File: config.mk
export PLATFORM = sky130hd
export DESIGN_NAME = riscv_fetch_unit_flat
export DESIGN_NICKNAME = d
export VERILOG_FILES = /design/src/rtl/riscv_pkg.sv /design/src/rtl/riscv_fetch_unit_if.sv /design/src/rtl/riscv_next_pc.sv /design/src/rtl/riscv_fetch_unit.sv /design/src/flat_wrapper.sv
export SDC_FILE = /design/constraint.sdc
export NUM_CORES = 1
export LEC_CHECK = 0
export ABC_AREA = 1
export CORE_UTILIZATION = 45
export DETAILED_ROUTE_END_ITERATION = 16
export GPL_ROUTABILITY_DRIVEN = 0
export PLACE_DENSITY = 0.9
export SLEW_MARGIN = 20
export SYNTH_ARGS = -nofsm -noshare
export SYNTH_HDL_FRONTEND = slang
export SYNTH_SLANG_ARGS = --single-unit
File: constraint.sdc
create_clock -name clk -period 4.5 [get_ports clk]
set_input_delay 0.675 -clock clk [delete_from_list [all_inputs] [get_ports clk]]
set_output_delay 0.675 -clock clk [all_outputs]
set_load 0.02 [all_outputs]
File: src/rtl/riscv_pkg.sv
// Shared definitions for the single-cycle RISC-V core: widths, opcode map and
// the fetch-stage state encoding.
package riscv_pkg;

    localparam int XLEN = 32;

    localparam logic [31:0] NOP_INSTR = 32'h0000_0013;

    // Opcodes shared with the main decode controller
    localparam logic [6:0] OP_RTYPE  = 7'b0110011;
    localparam logic [6:0] OP_ITYPE  = 7'b0010011;
    localparam logic [6:0] OP_LOAD   = 7'b0000011;
    localparam logic [6:0] OP_STORE  = 7'b0100011;
    localparam logic [6:0] OP_BRANCH = 7'b1100011;
    localparam logic [6:0] OP_JAL    = 7'b1101111;
    localparam logic [6:0] OP_LUI    = 7'b0110111;
    localparam logic [6:0] OP_AUIPC  = 7'b0010111;

    typedef enum logic [1:0] {
        ST_IDLE  = 2'd0,
        ST_FETCH = 2'd1,
        ST_ISSUE = 2'd2,
        ST_HALT  = 2'd3
    } fetch_state_t;

    function automatic logic word_aligned(input logic [1:0] low_bits);
        return (low_bits == 2'b00);
    endfunction

endpackage

File: src/rtl/riscv_fetch_unit_if.sv
// Instruction-memory read channel: one outstanding word request, acknowledged
// by imem_ack together with the data.
interface riscv_fetch_unit_if #(
    parameter int XLEN = 32
);
    logic            imem_req;
    logic [XLEN-1:0] imem_addr;
    logic            imem_ack;
    logic [31:0]     imem_rdata;

    modport master (
        output imem_req,
        output imem_addr,
        input  imem_ack,
        input  imem_rdata
    );

    modport slave (
        input  imem_req,
        input  imem_addr,
        output imem_ack,
        output imem_rdata
    );
endinterface

File: src/rtl/riscv_next_pc.sv
// Next-PC select for the fetch stage: jump beats branch beats sequential, and a
// selected target that is not word-aligned is reported instead of being used.
module riscv_next_pc
    import riscv_pkg::*;
#(
    parameter int AW = 32
) (
    input  logic [AW-1:0] pc_plus4,
    input  logic [AW-1:0] target_addr,
    input  logic          branch_en,
    input  logic          branch_taken,
    input  logic          jump_en,
    output logic [AW-1:0] next_pc,
    output logic          misaligned
);

    logic take_target_s;

    // Select the successor address and flag unusable targets
    always_comb begin
        take_target_s = jump_en || (branch_en && branch_taken);
        next_pc       = pc_plus4;
        misaligned    = 1'b0;
        if (take_target_s) begin
            next_pc    = target_addr;
            misaligned = !word_aligned(target_addr[1:0]);
        end else begin
            next_pc    = pc_plus4;
            misaligned = 1'b0;
        end
    end

endmodule

File: src/rtl/riscv_fetch_unit.sv
// Instruction-fetch stage: holds the PC, fetches one word per instruction over
// the req/ack channel and steps the PC when execute retires the instruction.
module riscv_fetch_unit #(
    parameter int              XLEN       = 32,
    parameter logic [XLEN-1:0] RESET_PC   = 32'h0000_0000,
    parameter int              WAIT_LIMIT = 16
) (
    input  logic                clk,
    input  logic                reset,
    riscv_fetch_unit_if.master  imem,
    output logic [31:0]         instr,
    output logic [6:0]          opcode,
    output logic [XLEN-1:0]     pc,
    output logic [XLEN-1:0]     pc_plus4,
    output logic                instr_valid,
    input  logic                advance,
    input  logic                branch_en,
    input  logic                branch_taken,
    input  logic                jump_en,
    input  logic [XLEN-1:0]     target_addr,
    output logic                fault,
    output logic [31:0]         instret
);
    import riscv_pkg::fetch_state_t;
    import riscv_pkg::ST_IDLE;
    import riscv_pkg::ST_FETCH;
    import riscv_pkg::ST_ISSUE;
    import riscv_pkg::ST_HALT;
    import riscv_pkg::NOP_INSTR;

    localparam int WCW = $clog2(WAIT_LIMIT + 1);

    fetch_state_t    state_r;
    fetch_state_t    state_next_s;
    logic [WCW-1:0]  wait_cnt_r;
    logic [31:0]     instr_r;
    logic [XLEN-1:0] pc_r;
    logic            instr_valid_r;
    logic            fault_r;
    logic [31:0]     instret_r;
    logic [XLEN-1:0] pc_plus4_s;
    logic [XLEN-1:0] next_pc_s;
    logic            misaligned_s;
    logic            ack_s;
    logic            timeout_s;
    logic            retire_s;
    logic            req_s;

    assign pc_plus4_s = pc_r + XLEN'(32'd4);
    assign ack_s      = (state_r == ST_FETCH) && imem.imem_ack;
    assign timeout_s  = (state_r == ST_FETCH) && !imem.imem_ack &&
                        (wait_cnt_r == WCW'(WAIT_LIMIT - 1));
    assign retire_s   = (state_r == ST_ISSUE) && advance;

    riscv_next_pc #(
        .AW (XLEN)
    ) u_next_pc (
        .pc_plus4     (pc_plus4_s),
        .target_addr  (target_addr),
        .branch_en    (branch_en),
        .branch_taken (branch_taken),
        .jump_en      (jump_en),
        .next_pc      (next_pc_s),
        .misaligned   (misaligned_s)
    );

    // State register
    always_ff @(posedge clk) begin
        if (reset) begin
            state_r <= ST_IDLE;
        end else begin
            state_r <= state_next_s;
        end
    end

    // Next-state decode
    always_comb begin
        state_next_s = state_r;
        case (state_r)
            ST_IDLE: begin
                state_next_s = ST_FETCH;
            end
            ST_FETCH: begin
                if (imem.imem_ack) begin
                    state_next_s = ST_ISSUE;
                end else if (timeout_s) begin
                    state_next_s = ST_HALT;
                end else begin
                    state_next_s = ST_FETCH;
                end
            end
            ST_ISSUE: begin
                if (advance) begin
                    state_next_s = misaligned_s ? ST_HALT : ST_FETCH;
                end else begin
                    state_next_s = ST_ISSUE;
                end
            end
            ST_HALT: begin
                state_next_s = ST_HALT;
            end
            default: begin
                state_next_s = ST_IDLE;
            end
        endcase
    end

    // Request decode; gated by reset so an abandoned fetch never overlaps reset
    always_comb begin
        req_s = 1'b0;
        case (state_r)
            ST_FETCH: req_s = !reset;
            ST_IDLE:  req_s = 1'b0;
            ST_ISSUE: req_s = 1'b0;
            ST_HALT:  req_s = 1'b0;
            default:  req_s = 1'b0;
        endcase
    end

    // Instruction, PC, wait counter, fault and retirement registers
    always_ff @(posedge clk) begin
        if (reset) begin
            pc_r          <= RESET_PC;
            instr_r       <= NOP_INSTR;
            instr_valid_r <= 1'b0;
            fault_r       <= 1'b0;
            instret_r     <= 32'd0;
            wait_cnt_r    <= '0;
        end else begin
            if (ack_s) begin
                instr_r       <= imem.imem_rdata;
                instr_valid_r <= 1'b1;
                wait_cnt_r    <= '0;
            end else if (state_r == ST_FETCH) begin
                wait_cnt_r <= wait_cnt_r + WCW'(1'b1);
                if (timeout_s) begin
                    fault_r <= 1'b1;
                end
            end
            // The branch/jump retires even when its target is rejected
            if (retire_s) begin
                instret_r     <= instret_r + 32'd1;
                instr_valid_r <= 1'b0;
                if (misaligned_s) begin
                    fault_r <= 1'b1;
                end else begin
                    pc_r <= next_pc_s;
                end
            end
        end
    end

    assign imem.imem_req  = req_s;
    assign imem.imem_addr = pc_r;
    assign instr          = instr_r;
    assign opcode         = instr_r[6:0];
    assign pc             = pc_r;
    assign pc_plus4       = pc_plus4_s;
    assign instr_valid    = instr_valid_r;
    assign fault          = fault_r;
    assign instret        = instret_r;

endmodule

File: src/flat_wrapper.sv
// flat-port wrapper written by rule: the top's interface ports become plain ports
module riscv_fetch_unit_flat import riscv_pkg::fetch_state_t; import riscv_pkg::ST_IDLE; import riscv_pkg::ST_FETCH; import riscv_pkg::ST_ISSUE; import riscv_pkg::ST_HALT; import riscv_pkg::NOP_INSTR;
#(
    parameter int              XLEN       = 32,
    parameter logic [XLEN-1:0] RESET_PC   = 32'h0000_0000,
    parameter int              WAIT_LIMIT = 16
)
  (clk, reset, instr, opcode, pc, pc_plus4, instr_valid, advance, branch_en, branch_taken, jump_en, target_addr, fault, instret, imem_imem_req, imem_imem_addr, imem_imem_ack, imem_imem_rdata);
  riscv_fetch_unit_if #(.XLEN(XLEN)) imem_i ();
  input  logic clk;
  input  logic reset;
  output logic [31:0] instr;
  output logic [6:0] opcode;
  output logic [XLEN-1:0] pc;
  output logic [XLEN-1:0] pc_plus4;
  output logic instr_valid;
  input  logic advance;
  input  logic branch_en;
  input  logic branch_taken;
  input  logic jump_en;
  input  logic [XLEN-1:0] target_addr;
  output logic fault;
  output logic [31:0] instret;
  output wire logic [$bits(imem_i.imem_req)-1:0] imem_imem_req;
  output wire logic [$bits(imem_i.imem_addr)-1:0] imem_imem_addr;
  input wire logic [$bits(imem_i.imem_ack)-1:0] imem_imem_ack;
  input wire logic [$bits(imem_i.imem_rdata)-1:0] imem_imem_rdata;
  assign imem_imem_req = imem_i.imem_req;
  assign imem_imem_addr = imem_i.imem_addr;
  assign imem_i.imem_ack = imem_imem_ack;
  assign imem_i.imem_rdata = imem_imem_rdata;
  riscv_fetch_unit #(.XLEN(XLEN), .RESET_PC(RESET_PC), .WAIT_LIMIT(WAIT_LIMIT)) u_core (.clk(clk), .reset(reset), .imem(imem_i), .instr(instr), .opcode(opcode), .pc(pc), .pc_plus4(pc_plus4), .instr_valid(instr_valid), .advance(advance), .branch_en(branch_en), .branch_taken(branch_taken), .jump_en(jump_en), .target_addr(target_addr), .fault(fault), .instret(instret));
endmodule
==> impl_results.md <==
- Syn Inst Count: roughly 900
- Hpwl dp: approximately 13000 µm
- WL/cell: between 10 and 15 µm
- First-pass GRT wire length: between 20000 and 30000 µm
- Clock share of power: about two fifths
- CTS tree: yes
- Largest net degree at the start of global routing: 47
- Delay-heaviest family, CP: simple AND/OR/NAND/NOR gates
- Main synth FF type: dfxtp_1
- Ys Warns: 0
- Clock Pin Slew Worst Setup and Hold Paths: about 70 ps
- DIE AREA: ~13000 µm²
- Slew @ Worst Pin: a little under 1000 ps
- RSZ-0062 raised after global routing: false
- Final Cycle Share: a little under three quarters
- Resized Gates After CTS: 0
- Die width: 116.2 µm
- Max transition margin: 35.32%
- Sw Ratio: between 20% and 30%
- Ant. Diodes: 0
- Max Cap Viol: 0
- R2R cell count: 7
- Global route total overflow: 0
- Initial antenna violation count: 0
- Hold crit path type: register to register
- Nature of the critical path endpoint: output pin
- Number of synthesized flops with an enable pin: 0
- Skew-Pair Late Insertion Delay: ~350 ps
- Layout cells sized above 1: 5.664%
- Clock Skew: a little over 10 ps
- I/O pins: approximately 240
- # clock sinks: around 110
- Met3 wire length: about 1400 µm
- Reg-to-reg startpoint: u_core.state_r[0]
- Post-CTS setup buffers: 0
- 1st-pass router iterations: 6
- CP dominant cell by count: nand2_1
- DR top layer: met4
- Classification of the worst setup path: register to output pin
- Crit path max fanout: 5
- Overall routing resource usage: 26.26%
- Pwr per Cell Area: 256.3 nW/µm²
- Clock Tree Buf Depth: 2
- Min cycle time layout: ~3200 ps
- Die Ht: between 100 and 150 µm
- Crit-path slowest cell: clkdlybuf4s50_1
- Via Count: about 6.4k
- Input/output buffers: 240
- Hold path start: u_core.wait_cnt_r[4]
- # nets final: 1147
- Worst slack, placed: ~1700 ps
- Logic pwr share: about 16%
- Initial DRC count: between 400 and 500
- Synthesized flop and latch total: 105
- Net Switching: 566.1 µW
- Cell internal pwr: approximately 1600 µW
- Area Growth Syn to Fin: 43.38%
- Worst reg2reg setup slack: ~2100 ps
- Most frequent cells in the layout: clkdlybuf4s50_1, nand2_1, nor2_1
- Max incr delay on CP: 620 ps
- Vias per cell: 5.110
- Met1 wire length: approximately 7100 µm
- Max VDD drop: about 0.28 mV
- Hold EP: u_core.wait_cnt_r[4]
- CP Buf/Inv Count: 1
- Worst setup SP type: register
- Post-CTS Hold Buffers: 0
- Root buf cell: clkbuf_16
- Count of final max-slew check failures: 0
- Area leader, netlist: dfxtp_1
- Synth Cell Area: 5867 µm²
- Setup ws final: 1298 ps
- Worst-path cell chain: ha_1 > nand2_1 > nor2_1 > nand2_2 > nor2_1 > nand2_1 > nand2_1 > and2_1 > clkdlybuf4s50_1
- Top post-synthesis cells by area: dfxtp_1, nand2_1, nor2_1
- Flop pwr share: a little under half
- Static leakage: around 0.0031 µW
- Post-synth ARST share: 0%
- DRC: 0
- Post-synth top area share: a little over a third
- Sequential-to-total area share from yosys stat: a little over a third
- Clock H-tree levels: 3
- Core Region: approximately 13000 µm²
- Vias in the first global route: between 5k and 6k
- Reg2reg end: u_core.wait_cnt_r[1]
- WP data required: around 3800 ps
- Number of buffers created by CTS: 9
- Fmax: 312.3 MHz
- Synth cell types: 38
- # setup viols final: 0
- Syn Nets: 960
- CP arrival: around 2500 ps
- Commonest non-fill, non-tap cell in the layout: clkdlybuf4s50_1
- Status: complete, no violations
- Row count: slightly above 40
- Worst Hold Depth: 2
- Setup TNS: 0 ps
- Final wirelength: about 18000 µm
- Final Hold Fails: 0
- Routed length on met2: around 8600 µm
- Post-DRT Antenna Nets: 0
- Initial Utilization: a little under half
- Avg Cell Area, Syn: approximately 6.6 µm²
## area by class of cell
class / instances / area, µm²
Tap cell: 172 / 215.2
Fill cell: 1121 / 4259
Inverter: 63 / 236.5
Timing Repair Buffer: 246 / 2447
Multi-Input combinational cell: 647 / 3098
Clock inverter: 5 / 60.06
Clock buffer: 11 / 252.7
Sequential cell: 105 / 2102
## tightest hold or removal path, cell delays in order, from the launching register on
cell     delay [ps]
dfxtp_1         310
nand2_1          60
a21oi_1          50
## power groups by stage
stage	registers [µW]	logic, µW	clock network [µW]
floorplan	1040	131	0
global placement	1010	330	0
detailed placement	1010	334	0
CTS	991	335	853
global route	996	357	889
finish	991	333	832
## cells by family (layout without fill, tap and decap cells)
group	Yosys count	in the layout	synth area share (%)
AO/OA/AOI/OAI	153	153	13.39
adder cells (fa/ha/maj)	4	4	0.8531
flip-flops	105	105	35.83
XOR/XNOR	22	22	3.540
AND/OR/NAND/NOR	468	468	34.98
buffers and inverters	133	325	11.41
## routing by layer
metal  track usage, %  vias to the layer above
li1                 -                     3165
met1            29.60                     2862
met2            46.19                      304
met3            7.161                       52
met4            11.97                        0
met5                0                        -
## worst max path at each step
stage	to	depth (start not counted)	from	slack (ps)
5_1_grt	pc_plus4[24]	9	u_core.imem.imem_addr[3]	1030
3_3_place_gp	u_core.state_r[0]	6	imem_imem_ack	1700
4_1_cts	pc_plus4[24]	9	u_core.imem.imem_addr[3]	1300
2_1_floorplan	pc_plus4[16]	7	u_core.imem.imem_addr[3]	2240
6_report	pc_plus4[24]	9	u_core.imem.imem_addr[2]	1300
3_5_place_dp	u_core.state_r[0]	6	imem_imem_ack	1660
## state kept, by name (all words and copies together), names as in the netlist
register,count
u_core.instr_valid,1
u_core.state_r,2
u_core.instret,32
u_core.imem.imem_addr,32
u_core.wait_cnt_r,5
u_core.instr,32
u_core.fault,1
## cell usage after synthesis (2+ instances only)
cell type / number
nor2_1: 163
o21a_1: 2
nor2_2: 10
a31oi_1: 7
inv_1: 61
nor2_4: 10
o21ai_0: 65
nor3_1: 9
xor2_1: 15
clkbuf_1: 18
and2_1: 5
nand3_1: 40
or2_2: 2
nand2_2: 5
ha_1: 4
a21oi_1: 72
xnor2_1: 5
nand2_1: 208
buf_4: 42
xor2_2: 2
nand3b_1: 4
nand3_2: 2
nand4_1: 3
dfxtp_1: 105
o21ai_1: 5
buf_2: 9
## through the flow
| stage | hold slack (ps) | util, % | cell area (µm²) | instances | power (µW) |
|---|---|---|---|---|---|
| floorplan | 440.9 | - | 5867 | 885 | 1174 |
| global placement | 449.5 | 63.92 | 8099 | 1233 | 1341 |
| detailed placement | 457.8 | 63.92 | 8099 | 1233 | 1346 |
| CTS | 467.7 | 66.39 | 8412 | 1249 | 2179 |
| global route | 501.1 | 66.39 | 8412 | 1249 | 2242 |
| finish | 468.3 | 66.39 | 8412 | 1249 | 2156 |
Note: power is estimated with default switching activity, not from simulation.
